<file path="src/rtl/demux12_stream.sv">
// demux12_stream: packet-atomic 1-to-2 stream demultiplexer with per-port register slices
//
// Ports:
//   clk, rst_n          rising-edge clock, asynchronous active-low reset
//   s_valid/s_ready     input stream handshake
//   s_data/s_last       input beat payload and end-of-packet flag
//   s_sel               destination of a new packet (0 = A, 1 = B), sampled on its first beat
//   a_valid/a_ready     port A handshake
//   a_data/a_last       port A payload
//   b_valid/b_ready     port B handshake
//   b_data/b_last       port B payload
//   busy                a multi-beat packet is mid-transfer
//   cnt_a/cnt_b         packets completed into each port slice (wrapping)
module demux12_stream #(
    parameter int WIDTH = 8,
    parameter int CNT_W = 16
) (
    input  logic             clk,
    input  logic             rst_n,
    input  logic             s_valid,
    output logic             s_ready,
    input  logic [WIDTH-1:0] s_data,
    input  logic             s_last,
    input  logic             s_sel,
    output logic             a_valid,
    input  logic             a_ready,
    output logic [WIDTH-1:0] a_data,
    output logic             a_last,
    output logic             b_valid,
    input  logic             b_ready,
    output logic [WIDTH-1:0] b_data,
    output logic             b_last,
    output logic             busy,
    output logic [CNT_W-1:0] cnt_a,
    output logic [CNT_W-1:0] cnt_b
);
    typedef enum logic {IDLE, LOCK} state_t;

    localparam logic [CNT_W-1:0] CNT_ONE = {{(CNT_W-1){1'b0}}, 1'b1};

    state_t           r_state, w_state_nxt;
    logic             r_sel_q, w_sel_nxt;
    logic             w_route, w_free_a, w_free_b, w_acc, w_load_a, w_load_b;
    logic             r_a_valid, r_b_valid, r_a_last, r_b_last;
    logic [WIDTH-1:0] r_a_data, r_b_data;
    logic [CNT_W-1:0] r_cnt_a, r_cnt_b;

    // Inside a packet the latched destination wins; s_sel only matters on a first beat.
    assign w_route  = (r_state == LOCK) ? r_sel_q : s_sel;
    assign w_free_a = !r_a_valid || a_ready;
    assign w_free_b = !r_b_valid || b_ready;
    assign s_ready  = w_route ? w_free_b : w_free_a;
    assign w_acc    = s_valid && s_ready;
    assign w_load_a = w_acc && !w_route;
    assign w_load_b = w_acc && w_route;

    always_comb begin
        w_state_nxt = r_state;
        w_sel_nxt   = r_sel_q;
        if (w_acc && r_state == IDLE && !s_last) begin
            w_state_nxt = LOCK;
            w_sel_nxt   = s_sel;
        end else if (w_acc && r_state == LOCK && s_last) begin
            w_state_nxt = IDLE;
        end
    end

    always_ff @(posedge clk or negedge rst_n) begin
        if (!rst_n) begin
            r_state <= IDLE;
            r_sel_q <= 1'b0;
        end else begin
            r_state <= w_state_nxt;
            r_sel_q <= w_sel_nxt;
        end
    end

    // A load in the same cycle as a drain replaces the beat, keeping one beat per cycle.
    always_ff @(posedge clk or negedge rst_n) begin
        if (!rst_n) begin
            r_a_valid <= 1'b0;
            r_a_data  <= '0;
            r_a_last  <= 1'b0;
        end else if (w_load_a) begin
            r_a_valid <= 1'b1;
            r_a_data  <= s_data;
            r_a_last  <= s_last;
        end else if (a_ready) begin
            r_a_valid <= 1'b0;
        end
    end

    always_ff @(posedge clk or negedge rst_n) begin
        if (!rst_n) begin
            r_b_valid <= 1'b0;
            r_b_data  <= '0;
            r_b_last  <= 1'b0;
        end else if (w_load_b) begin
            r_b_valid <= 1'b1;
            r_b_data  <= s_data;
            r_b_last  <= s_last;
        end else if (b_ready) begin
            r_b_valid <= 1'b0;
        end
    end

    always_ff @(posedge clk or negedge rst_n) begin
        if (!rst_n) begin
            r_cnt_a <= '0;
            r_cnt_b <= '0;
        end else begin
            if (w_load_a && s_last) r_cnt_a <= r_cnt_a + CNT_ONE;
            if (w_load_b && s_last) r_cnt_b <= r_cnt_b + CNT_ONE;
        end
    end

    assign a_valid = r_a_valid;
    assign a_data  = r_a_data;
    assign a_last  = r_a_last;
    assign b_valid = r_b_valid;
    assign b_data  = r_b_data;
    assign b_last  = r_b_last;
    assign busy    = (r_state == LOCK);
    assign cnt_a   = r_cnt_a;
    assign cnt_b   = r_cnt_b;
endmodule

</file>
<file path="config.mk">
export PLATFORM = sky130hd
export DESIGN_NAME = demux12_stream
export DESIGN_NICKNAME = d
export VERILOG_FILES = /design/src/rtl/demux12_stream.sv
export SDC_FILE = /design/constraint.sdc
export NUM_CORES = 1
export LEC_CHECK = 0
export ABC_AREA = 1
export ABC_CLOCK_PERIOD_IN_PS = 1700
export BUFFER_PORTS_ARGS = -buffer_cell sky130_fd_sc_hd__clkbuf_2
export CORE_UTILIZATION = 53
export DETAILED_ROUTE_END_ITERATION = 8
export MAX_ROUTING_LAYER = met4
export PLACE_DENSITY = 0.91
export SETUP_SLACK_MARGIN = 0.02
export SYNTH_ARGS = -nofsm -noshare
export SYNTH_HDL_FRONTEND = slang
export SYNTH_SLANG_ARGS = --single-unit
</file>
<file path="constraint.sdc">
create_clock -name clk -period 1.7 [get_ports clk]
set_input_delay 0.085 -clock clk [delete_from_list [all_inputs] [get_ports clk]]
set_output_delay 0.085 -clock clk [all_outputs]
set_load 0.01 [all_outputs]
</file>
**Word level (Yosys, flattened, before mapping)**

Index checks and enable logic that the tools add are counted.

- Register bits after elaboration: 54
- Input bits: 15
- Output and inout port bits: 54
- Word-level logic and storage cells: 39

- $add $sub $neg: 2
- Multiplexer cells: 8
- Bitwise gates (word level): 1
- Reductions and logical operators: 18

Operator list:

| cell | count |
|---|---|
| adder 16 x 1 -> 16 bit (second input constant) | 2 |
| logical AND 1 bit | 9 |
| 2-to-1 mux 1 bit | 8 |
| nonzero test 2 bit | 3 |
| zero test 1 bit | 4 |
| logical OR 1 bit | 2 |
| inverter 1 bit | 1 |

**Longest topological paths before layout**

- Depth in word-level cells: 8
- Gate-level depth with buffers: 9
- Depth with buffers taken out: 9

**Least setup slack after synthesis**

OpenSTA, ideal clock, no wires.

- Kind: register to register
- From: register r_cnt_a[0] (netlist: cnt_a[0])
- To: register r_cnt_a[14] (netlist: cnt_a[14])
- Setup time: 0.117 ns
- Arrival time: 1.259 ns
- Data required time: 1.583 ns
- Path slack: 0.325 ns
- Stages on the path, launching flop included: 9
- Buffers on the path: 0
- Period minus slack after synthesis: 1.375 ns
- Cells stage by stage: dfrtp_1 ha_1 nand2_1 nor2_2 nand3_1 nor2_1 nand2_1 nand2_1 nand2_1

- Word-level cells in the longest chain between the ends: 1

Ends and longest elaborated chain:

| what | line | source |
|---|---|---|
| start, declared | 46 | `logic [CNT_W-1:0] r_cnt_a, r_cnt_b;` |
| start signal, assigned | 112 | `if (w_load_a && s_last) r_cnt_a <= r_cnt_a + CNT_ONE;` |
| adder 16 x 1 -> 16 bit | 112 |  |

No other way between the ends.
A chain may end at the register's enable or synchronous reset.

**Worst setup path after layout**

- From: register r_state (netlist: busy)
- To: output s_ready

- Word-level cells in the longest chain between the ends: 2

Ends and longest elaborated chain:

| what | line | source |
|---|---|---|
| start, declared | 41 | `state_t r_state, w_state_nxt;` |
| start signal, assigned | 73 | `r_state <= w_state_nxt;` |
| 2-to-1 mux 1 bit | 49 | `assign w_route = (r_state == LOCK) ? r_sel_q : s_sel;` |
| 2-to-1 mux 1 bit | 52 | `assign s_ready = w_route ? w_free_b : w_free_a;` |
| end, declared | 21 | `output logic s_ready,` |

No other way between the ends.

==> out/results.tsv <==
stage	metric	value	unit
worst_setup_path	Reg-to-Reg End	cnt_a[14]	
worst_setup_path	R2R cell count	8	
timing	clock skew	4.51	ps
synth	syn nets	375	
routing	# DRC	0	
global_routing	met1 Use GR	28.4	%
power_and_ir_drop	Power per Cell Area	1370	nW/µm²
timing	Fin. Hold Viols	0	
placement	GP Congestion	0.855	
synth	flop and latch count out of synthesis	54	
worst_setup_path	reg-to-reg startpoint	cnt_a[0]	
clock_network	CTS tree	built	
floorplan	floorplan row count	26	
synth	ys flop type	dfrtp_1	
global_routing	vias in the first global route	2432	
global_routing	GRT Total Usage	24.9	%
timing	Max Clk Rate	680	MHz
synth	sequential share of the synthesized area	48.4	%
routing	DRT Pass-1 Iters	4	
timing	Slew headroom	74.6	%
clock_network	clk buf depth	2	
synth	post-synthesis mux area share	0	%
worst_setup_path	Crit Path Category	reg -> out	
worst_setup_path	Critical Path Sink Type	output pin	
synth	Post-Synth Adder-Cell Area	0.896	%
floorplan	Die Area	5560	µm²
global_routing	GRT met3 Usage	5.69	%
timing	min Tclk post-route	1470	ps
routing	vias per cell	5.00	
synth	Post-Syn Area	2790	µm²
floorplan	die height	74.6	µm
routing	vias	2497	
global_routing	GRT met2 Usage	43.9	%
cells_and_area	area grow syn2layout	19.2	%
routing	DRT Wirelength	6.06	mm
placement	port bufs	68	
cells_and_area	layout cells sized above 1	21.9	%
routing	initial drt markers	211	
outcome	outcome	finished, final reports clean	
timing	setup violators final	0	
synth	Avg Inst Size Synth	7.80	µm²
synth	share of Yosys cell area claimed by the top area cell type	48.4	%
worst_setup_path	CP max FO	5	
clock_network	clk sinks	54	
worst_hold_path	WHS Path Cells	3	
cells_and_area	final layout net count	445	
worst_setup_path	critical path required time	1620	ps
synth	async set-reset flop share out of synthesis	100	%
timing	count of pins over their slew limit	0	
synth	Synth Area in Compound Gates	6.18	%
global_routing	largest net degree at the start of global routing	55	
power_and_ir_drop	maximum vdd ir drop	0.00100	V
placement	HPWL Detailed	4.45	mm
worst_hold_path	Hold Crit Class	in -> reg	
power_and_ir_drop	leakage	1.76	nW
worst_hold_path	worst min-delay path startpoint	s_data[3]	
synth	Synth cell types	24	
synth	dominant cells by area after synthesis	dfrtp_1 (48%), nand2_1 (20%), inv_1 (5.0%)	
synth	Post-Syn Instances	358	
worst_hold_path	Hold Crit Endpoint	b_data[3]	
synth	post-synthesis simple-gate area fraction	33.3	%
synth	top-count cell post-synth	nand2_1	
timing	Setup TNS	0	ps
floorplan	Top Ports	69	
synth	largest family of logic cells by synthesized area	simple AND/OR/NAND/NOR gates	
synth	synth cell count leaders	nand2_1 (147), dfrtp_1 (54), inv_1 (37)	
worst_setup_path	Arr. time, crit path	1390	ps
cells_and_area	post-layout util	65.6	%
clock_network	clk slew on worst S/H paths	90	ps
global_routing	global-route wire length before repair	10.4	mm
timing	slew at the pin closest to its max-slew limit	380	ps
worst_setup_path	startpoint types	flip-flop	
timing	Tcrit/Tclk final	86.5	%
synth	Synth area leader	dfrtp_1	
clock_network	CTS root buf	clkbuf_8	
synth	xor/xnor share of the synthesized area	3.14	%
floorplan	core area	5070	µm²
clock_network	CTS H-tree depth	2	
timing	RSZ-0062 raised after global routing	false	
flow_run	max_cap viols	0	
routing	Post-DRT Antenna Nets	0	
synth	Synth Warn #	0	
floorplan	initial core utilization	55.0	%
synth	Post-synth EDFFs	0	
clock_network	Clk Latency, worst-skew pair	300	ps
worst_setup_path	setup slack, reg-to-reg	240	ps
cells_and_area	number of fill cells	418	
floorplan	Die W	74.6	µm
cells_and_area	antenna cell count	0	
global_routing	GR Overflow Total	0	
clock_network	Num CTS Buffers	5	
global_routing	initial antenna violation count	0	
routing	wire length per cell	12.1	µm
global_routing	busiest layer in global routing	met2	
## sequential cells by signal (all words and copies together), names as in the netlist
| register | cells |
|---|---|
| cnt_a | 16 |
| busy | 1 |
| b_data | 8 |
| a_last | 1 |
| r_sel_q | 1 |
| b_last | 1 |
| cnt_b | 16 |
| a_data | 8 |
| a_valid | 1 |
| b_valid | 1 |
## how the worst max path moves through the flow
stage             start         to  slack [ps]  depth (start not counted)
6_report           busy    s_ready         230                          6
5_1_grt        cnt_a[0]  cnt_a[14]          50                          8
4_1_cts        cnt_a[0]  cnt_a[14]         210                          8
3_5_place_dp   cnt_a[0]  cnt_a[14]         210                          8
3_3_place_gp   cnt_a[0]  cnt_a[14]         300                          8
2_1_floorplan  cnt_a[0]  cnt_a[14]         320                          8
## per-layer routing
metal	vias to the layer above	wire [µm]
li1	1258	-
met1	1166	2620
met2	67	3120
met3	6	274
met4	0	49
met5	-	0
## timing repair
action / in CTS / in global routing
gates resized for setup: 0 / 1
hold endpoints to repair: 54 / 0
hold buffers: 1 / 0
buffers inserted: 0 / 0
setup endpoints to repair: 0 / 1
## report_power, final
| part | switching (mW) | total (mW) | internal [mW] |
|---|---|---|---|
| Clock | 0.408 | 1.04 | 0.628 |
| Sequential | 0.330 | 2.00 | 1.67 |
| Combinational | 0.951 | 1.53 | 0.581 |
## critical path, stage by stage (launching register included)
cell and delay [ps]:
dfrtp_1 440, inv_1 110, nand2_2 80, nand2_2 120, nand2_1 60, nand2_1 130, clkbuf_2 160
## kinds of logic after synthesis
group | count (synthesis)
DFF | 54
xor gates and xnor gates | 10
adders and majority gates | 2
and+or+nand+nor | 212
buffers and inverters | 47
AOI/OAI and AO/OA | 33
## through the flow
| stage | setup slack [ps] | power [mW] | instances | instance area (µm²) | hold slack (ps) |
|---|---|---|---|---|---|
| floorplan | 325 | 2.95 | 358 | 2790 | -211 |
| global placement | 300 | 3.48 | 490 | 3170 | 107 |
| detailed placement | 214 | 3.56 | 490 | 3170 | 107 |
| CTS | 208 | 4.60 | 499 | 3320 | 3.95 |
| global route | 52.1 | 4.89 | 499 | 3330 | 11.0 |
| finish | 229 | 4.57 | 499 | 3330 | 9.03 |
## placed cells by master, fill, tap and decap left out
cell type / synthesis / routed
buf_12: 0 / 1
buf_4: 2 / 1
bufinv_16: 0 / 2
clkbuf_2: 0 / 68
clkbuf_8: 0 / 6
dfrtp_1: 54 / 54
dlygate4sd3_1: 0 / 1
ha_1: 2 / 2
inv_1: 37 / 37
inv_2: 1 / 1
inv_4: 1 / 1
nand2_1: 147 / 147
nand2_2: 4 / 4
nand3_1: 12 / 12
nand3_2: 1 / 1
nand3_4: 1 / 1
nand3b_1: 6 / 6
nand4_1: 8 / 8
nand4_4: 2 / 2
nor2_1: 25 / 25
nor2_2: 4 / 3
nor2_4: 0 / 1
nor3_1: 2 / 2
o21ai_0: 14 / 14
o21ai_1: 17 / 17
o21ai_2: 2 / 2
xnor2_1: 1 / 1
xor2_1: 9 / 9
## area by class of cell
type	count	area, µm²	area share [%]
sequential	54	1350	40.6
multi-input combinational	257	1220	36.7
timing repair buffer	71	378	11.3
inverter	39	149	4.47
tap	70	87.6	2.63
clock buffer	6	82.6	2.48
clock inverter	2	60.1	1.80
Power figures use the tool's default switching activity.
